`src/rtl/div_ctrl.sv`:
```
// div_ctrl: multi-cycle radix-2 restoring divider sequencer for DIV/DIVU in EX.
// Latency: result valid WIDTH+1 cycles after the accepting start edge (2 with fast divide-by-zero).
// Backpressure: stall_o holds the pipeline while start_i is up and no result is ready; no input queueing.
//
// Ports:
//   clk, rst        - clock, synchronous active-high reset
//   start_i         - divide request, held by EX until ready_o is seen
//   annul_i         - flush/exception, aborts a running divide
//   signed_div_i    - 1 = DIV, 0 = DIVU (sampled with start_i)
//   opdata1_i/2_i   - dividend / divisor (sampled with start_i)
//   result_o        - {remainder, quotient}, valid while ready_o=1
//   ready_o         - one-cycle result strobe (END state)
//   stall_o         - combinational stall request to the hazard unit
//
// Build option: define DIV_ZERO_FAST_EN to short-cut a zero divisor through
// the BYZERO state (result forced to 0). Without it, a zero divisor runs the
// full iteration count and yields quotient=all ones, remainder=|dividend|.

module div_ctrl #(
  parameter int WIDTH = 32,
  parameter int CNT_W = 6
) (
  input  logic               clk,
  input  logic               rst,
  input  logic               start_i,
  input  logic               annul_i,
  input  logic               signed_div_i,
  input  logic [WIDTH-1:0]   opdata1_i,
  input  logic [WIDTH-1:0]   opdata2_i,
  output logic [2*WIDTH-1:0] result_o,
  output logic               ready_o,
  output logic               stall_o
);

  typedef enum logic [1:0] {
    IDLE   = 2'b00,
    ON     = 2'b01,
    END    = 2'b10
`ifdef DIV_ZERO_FAST_EN
    , BYZERO = 2'b11
`endif
  } state_t;

  localparam logic [CNT_W-1:0] LAST_CNT = CNT_W'(WIDTH - 1);

  state_t           state;
  logic [CNT_W-1:0] cnt;
  logic [WIDTH-1:0] rem_q;   // partial remainder
  logic [WIDTH-1:0] quo_q;   // dividend bits shift out of the top, quotient bits shift in
  logic [WIDTH-1:0] dvs_q;   // divisor magnitude
  logic             sdiv_q;  // latched signed_div_i
  logic             s1_q;    // latched dividend sign bit
  logic             s2_q;    // latched divisor sign bit

  // operand magnitudes at acceptance
  logic [WIDTH-1:0] op1_mag;
  logic [WIDTH-1:0] op2_mag;

  assign op1_mag = (signed_div_i && opdata1_i[WIDTH-1]) ? -opdata1_i : opdata1_i;
  assign op2_mag = (signed_div_i && opdata2_i[WIDTH-1]) ? -opdata2_i : opdata2_i;

  // one restoring iteration
  logic [WIDTH:0]   shifted;
  logic [WIDTH:0]   diff;
  logic [WIDTH-1:0] rem_nxt;
  logic [WIDTH-1:0] quo_nxt;

  assign shifted = {rem_q, quo_q[WIDTH-1]};
  assign diff    = shifted - {1'b0, dvs_q};
  assign rem_nxt = diff[WIDTH] ? shifted[WIDTH-1:0] : diff[WIDTH-1:0];
  assign quo_nxt = {quo_q[WIDTH-2:0], ~diff[WIDTH]};

  // Sign fix-up is applied to the final iteration's outputs so the fixed
  // result is already sitting in result_o during the END cycle.
  logic             neg_quo;
  logic             neg_rem;
  logic [WIDTH-1:0] quo_fix;
  logic [WIDTH-1:0] rem_fix;

  assign neg_quo = sdiv_q & (s1_q ^ s2_q);
  assign neg_rem = sdiv_q & s1_q;
  assign quo_fix = neg_quo ? -quo_nxt : quo_nxt;
  assign rem_fix = neg_rem ? -rem_nxt : rem_nxt;

  assign stall_o = start_i & ~annul_i & ~ready_o;

  always_ff @(posedge clk) begin
    if (rst) begin
      state    <= IDLE;
      cnt      <= '0;
      rem_q    <= '0;
      quo_q    <= '0;
      dvs_q    <= '0;
      sdiv_q   <= 1'b0;
      s1_q     <= 1'b0;
      s2_q     <= 1'b0;
      result_o <= '0;
      ready_o  <= 1'b0;
    end else begin
      case (state)
        IDLE: begin
          ready_o <= 1'b0;
          if (start_i && !annul_i) begin
            sdiv_q <= signed_div_i;
            s1_q   <= opdata1_i[WIDTH-1];
            s2_q   <= opdata2_i[WIDTH-1];
            quo_q  <= op1_mag;
            dvs_q  <= op2_mag;
            rem_q  <= '0;
            cnt    <= '0;
`ifdef DIV_ZERO_FAST_EN
            if (opdata2_i == '0) begin
              state <= BYZERO;
            end else begin
              state <= ON;
            end
`else
            state  <= ON;
`endif
          end
        end

        ON: begin
          // EX withdrawing the request is treated like a flush
          if (annul_i || !start_i) begin
            state <= IDLE;
          end else begin
            rem_q <= rem_nxt;
            quo_q <= quo_nxt;
            cnt   <= cnt + CNT_W'(1);
            if (cnt == LAST_CNT) begin
              state    <= END;
              ready_o  <= 1'b1;
              result_o <= {rem_fix, quo_fix};
            end
          end
        end

`ifdef DIV_ZERO_FAST_EN
        BYZERO: begin
          state    <= END;
          ready_o  <= 1'b1;
          result_o <= '0;
        end
`endif

        END: begin
          // single-cycle strobe; an annul here just means EX drops the result
          ready_o <= 1'b0;
          state   <= IDLE;
        end

        default: begin
          ready_o <= 1'b0;
          state   <= IDLE;
        end
      endcase
    end
  end

endmodule

```
`config.mk`:
```
export PLATFORM = sky130hd
export DESIGN_NAME = div_ctrl
export DESIGN_NICKNAME = d
export VERILOG_FILES = /design/src/rtl/div_ctrl.sv
export SDC_FILE = /design/constraint.sdc
export NUM_CORES = 1
export LEC_CHECK = 0
export CORE_UTILIZATION = 40
export CTS_BUF_LIST = sky130_fd_sc_hd__clkbuf_4 sky130_fd_sc_hd__clkbuf_8
export CTS_CLUSTER_DIAMETER = 200
export CTS_CLUSTER_SIZE = 12
export DETAILED_ROUTE_END_ITERATION = 10
export DONT_BUFFER_PORTS = 1
export PLACE_DENSITY = 0.55
export SLEW_MARGIN = 30
export SYNTH_ARGS = -nofsm -noshare
export SYNTH_HDL_FRONTEND = slang
export SYNTH_SLANG_ARGS = --single-unit
export TNS_END_PERCENT = 1
```
`constraint.sdc`:
```
create_clock -name clk -period 14.7 [get_ports clk]
set_clock_uncertainty 0.05 [all_clocks]
set_input_delay 1.47 -clock clk [delete_from_list [all_inputs] [get_ports clk]]
set_output_delay 1.47 -clock clk [all_outputs]
set_load 0.005 [all_outputs]
```
== Word-level counts from Yosys, hierarchy flattened ==
Cells that the tools add are included.

* Bits in registers: 172
* Input port bits: 69
* Output and inout bits: 66
* Word-level logic and storage cells: 63

* Add/subtract/negate cells: 6
* Eq/ne operators: 5
* Mux-type cells: 18
* Bitwise logic cells: 10
* Reduce and logical (&&, ||, !) cells: 14

{| class="wikitable"
|+ Operators by type and width
! cell !! number
|-
| 32-bit two-way mux || 9
|-
| 32-bit negation || 4
|-
| 32-bit case mux with 2 select lines || 2
|-
| 33-bit by 32-bit subtractor with 33-bit output || 1
|-
| 6-bit two-way mux || 2
|-
| 6-bit case mux with 2 select lines || 1
|-
| 6-bit by 1-bit adder with 6-bit output, second input constant || 1
|-
| 6-bit by 5-bit equality test with 1-bit output, second input constant || 1
|-
| 2-bit two-way mux || 3
|-
| 2-bit AND reduction || 3
|-
| 3-bit AND reduction || 2
|-
| 1-bit inverter || 5
|-
| 1-bit bitwise AND || 4
|-
| 2-bit inequality test, second input constant || 2
|-
| 2-bit case mux with 2 select lines || 1
|-
| 1-bit logical AND || 3
|-
| 3-bit inequality test, second input constant || 1
|-
| 2-bit by 1-bit equality test with 1-bit output, second input constant || 1
|-
| 1-bit logical NOT || 2
|-
| 2-bit logical NOT || 1
|-
| 2-bit nonzero test || 1
|-
| 2-bit OR reduction || 1
|-
| 1-bit logical OR || 1
|-
| 1-bit bitwise XOR || 1
|}

== Logic depth before layout (Yosys ltp) ==
* Depth in word-level cells: 4
* Mapped depth: 24
* Mapped depth without buffers: 21

== Least setup slack after synthesis ==
No wires, ideal clock.

* Path kind: register to register
* Start: register quo_q[31]
* End: register result_o[52]
* Data arrival time: 4541 ps
* Setup slack: 10047 ps
* Cell stages (with the launch flop): 23
* Buffers on the path: 3
* Cell sequence: dfxtp_1 inv_1 ha_1 fa_1 nand2b_1 a21o_1 a21oi_1 a21oi_2 o2bb2ai_1 buf_4 nor2_2 inv_2 buf_2 buf_1 o21ai_0 inv_1 ha_1 and3_1 nand3_1 a222oi_1 nand2_1 or4_1 nand3_1

* Cells in the longest elaborated chain, start to end: 4

{| class="wikitable"
|+ RTL lines
! item !! RTL line !! RTL
|-
| start: declaration || 49 || <nowiki>logic [WIDTH-1:0] quo_q;</nowiki>
|-
| start signal: assignment || 107 || <nowiki>quo_q <= op1_mag;</nowiki>
|-
| start signal: assignment || 129 || <nowiki>quo_q <= quo_nxt;</nowiki>
|-
| 33-bit by 32-bit subtractor with 33-bit output || 69 || <nowiki>assign diff = shifted - {1'b0, dvs_q};</nowiki>
|-
| 32-bit two-way mux * || 70 || <nowiki>assign rem_nxt = diff[WIDTH] ? shifted[WIDTH-1:0] : diff[WIDTH-1:0];</nowiki>
|-
| 32-bit negation || 83 || <nowiki>assign rem_fix = neg_rem ? -rem_nxt : rem_nxt;</nowiki>
|-
| 32-bit two-way mux * || 83 ||
|-
| end signal: assignment || 134 || <nowiki>result_o <= {rem_fix, quo_fix};</nowiki>
|-
| end: declaration || 30 || <nowiki>output logic [2*WIDTH-1:0] result_o,</nowiki>
|}

Mark *: on every way between the ends. The rest lies on a longest branch, timed or not.
A chain may end at the register's enable or synchronous reset.

== Worst setup path in the final report ==
Ends and elaborated chain as after synthesis.

==> reports/results.ini <==
[sta]
hold_viol = 0
maxSlewHeadroom = 0.359
finalCriticalPeriod_ps = 5720
slew_viol_final = 0
max_slew.worst_pin.slew_ps = 955
setup_viol = 0
setup_tns_ps = 0
fmax_mhz = 175
rsz0062_at_grt = no
period_share = 0.389

[cts]
clock_sinks = 172
cts_setup_buffers = 0
postCtsHoldBufs = 0
path_clk_slew_ps = 100
clockBufferDepth = 2
cts_max_level = 4
cts_tree = built
cts_root_buffer = clkbuf_8
clk_latency_ps = 480
cts_made_buffers = 17
post_cts_resized = 0

[finish]
antenna_cells = 0
fillers = 3125
layout_commonest_cell = dfxtp_1
synthToLayoutAreaGrowth_pct = 4.27
mostFrequentLayoutCells = dfxtp_1 (172), nor2_1 (167), nand2_1 (164), a21oi_1 (145), xnor2_1 (73)
drive_above_1_share = 0.0586
nets = 1630

[run]
maxCapViolCount = 0

[global_routing]
grt_usage = 0.266
overflow = 0
grt_pass1_vias = 11000
antenna_found_initial = 0
grt_max_degree = 155
grt_pass1_wl_um = 64200

[critical_path]
worstSetupPathType = reg -> reg
ff2ff_path_depth = 20
critPathArrivalTime_ps = 6090
start_kind = register
crit_fanout = 31
cp.required_ps = 15070
crit_path_end_kind = register

[pwr]
p_int_uw = 681
clkPwrFrac = 0.319
power_mw = 1.02
p_leak_nw = 4.33
pwr-share-comb = 0.204
switchingPower_uw = 342
ir_drop_mv = 0.0558
power_density_mw_per_mm2 = 81.3
seq_power_share = 0.478
swShare = 0.334

[status]
status = finished clean

[floorplan]
rows = 63
die_w_um = 176
die_area_mm2 = 0.0309
die_h_um = 176
core_area_mm2 = 0.0296
ioPinCount = 135
initial_utilization = 0.407

[synthesis]
ys_seq_area_frac = 0.285
synth_top_area_cell = dfxtp_1
synth_edf_count = 0
syn_nets = 1704
synth_top_cell_area_share = 0.285
avgSynthCellArea_um2 = 7.56
synth_area_leaders = dfxtp_1 (29%), a21oi_1 (6.0%), xnor2_1 (5.3%)
ys.flop_type = dfxtp_1
syn_area_mm2 = 0.0121
synth_cells = 1597
ys_types = 95
yosysWarnings = 0
synth_async_sr_flop_share = 0
ys_ff_latch = 172

[routing]
drc = 0
ant_nets = 0
vias = 11800
drtIter0Drc = 1260
wl_per_cell_um = 21.4
viasPerCell = 6.12
drtPass1Iterations = 6
routed_wl_um = 41200

[placement]
dp_hpwl_um = 30800
gp_congestion = 0.925
port_buffers = 0

[worst_hold_path]
whs_path_depth = 2
hold_class = reg -> reg

==> registers in the layout, summed over array words and instances (netlist names), 2 cells and up <==
| register | cells |
|---|---|
| cnt | 6 |
| dvs_q | 32 |
| result_o | 64 |
| state | 2 |
| rem_q | 32 |
| quo_q | 32 |
==> stage by stage <==
step                      instances  area (um2)  hold slack (ps)  utilization  setup WS, ps
after floorplan                1597       12100              382            -         10050
after global placement         1894       12200              387        0.412          9290
after detailed placement       1894       12200              398        0.412          9150
after CTS                      1926       12600              410        0.425          9090
after global routing           1926       12600              422        0.425          8620
final                          1926       12600              414        0.425          8980
==> per-layer routing <==
| metal | vias up | global-route usage | wire [um] |
|---|---|---|---|
| li1 | 5731 | - | - |
| met1 | 5593 | 0.374 | 19300 |
| met2 | 393 | 0.409 | 18200 |
| met3 | 66 | 0.0483 | 2570 |
| met4 | 0 | 0.0830 | 1080 |
| met5 | - | 0 | 0 |
==> cell families (layout without fill, tap and decap cells) <==
family,Yosys count,after routing,share of synthesized area
DFF,172,172,0.285
AOI/OAI and AO/OA,508,508,0.289
and+or+nand+nor,572,572,0.231
xor gates and xnor gates,108,108,0.0784
muxes,20,20,0.0175
adders and majority gates,38,38,0.0400
buffers and inverters,179,118,0.0597
==> synth_stat cells, types with 16 or more instances <==
cell type    n
o21ai_0     67
o221ai_1    29
nor2_1     169
a21oi_1    145
clkbuf_1    78
nand2_1    164
xor2_1      35
nor3_1      42
a22oi_1     30
and2_1      22
nand3_1     39
ha_1        37
a211oi_1    59
xnor2_1     73
inv_1       73
dfxtp_1    172
nand4_1     16
a21o_1      18
nor4_1      25
or3_1       26
==> final cells by class <==
| class | instances | area [um2] | share of cell area |
|---|---|---|---|
| timing repair buffer | 12 | 90.1 | 0.00716 |
| sequential | 172 | 3440 | 0.274 |
| inverter | 74 | 278 | 0.0221 |
| tap | 390 | 488 | 0.0388 |
| multi-input combinational | 1246 | 7920 | 0.629 |
| clock inverter | 12 | 106 | 0.00845 |
| clock buffer | 20 | 263 | 0.0209 |
==> worst max-delay path, cell delays in order, from the launching register on <==
cell	delay (ps)
dfxtp_1	410
inv_1	70
ha_1	220
fa_1	400
nand2b_1	210
a21o_1	200
a21oi_1	300
a21oi_2	170
o2bb2ai_1	170
buf_4	270
nor2_2	80
inv_2	460
o21ai_0	290
inv_1	110
ha_1	220
and3_1	170
nand3_1	150
a222oi_1	850
nand2_1	180
or4_1	570
nand3_1	100
==> power by group through the flow <==
stage	sequential (mW)	clock (mW)	combinational, mW
after floorplan	0.495	0	0.160
after global placement	0.499	0	0.205
after detailed placement	0.500	0	0.205
after CTS	0.489	0.336	0.205
after global routing	0.491	0.356	0.228
final	0.489	0.326	0.208
==> path summary, 6_finish.rpt <==
kind | start | to | slack [ps]
setup / recovery | quo_q[31] | result_o[52] | 8980
hold / removal | dvs_q[0] | dvs_q[0] | 410
setup reg to reg | quo_q[31] | result_o[52] | 8980
hold reg to reg | dvs_q[0] | dvs_q[0] | 410
No activity file was read; power rests on OpenSTA's default activity.
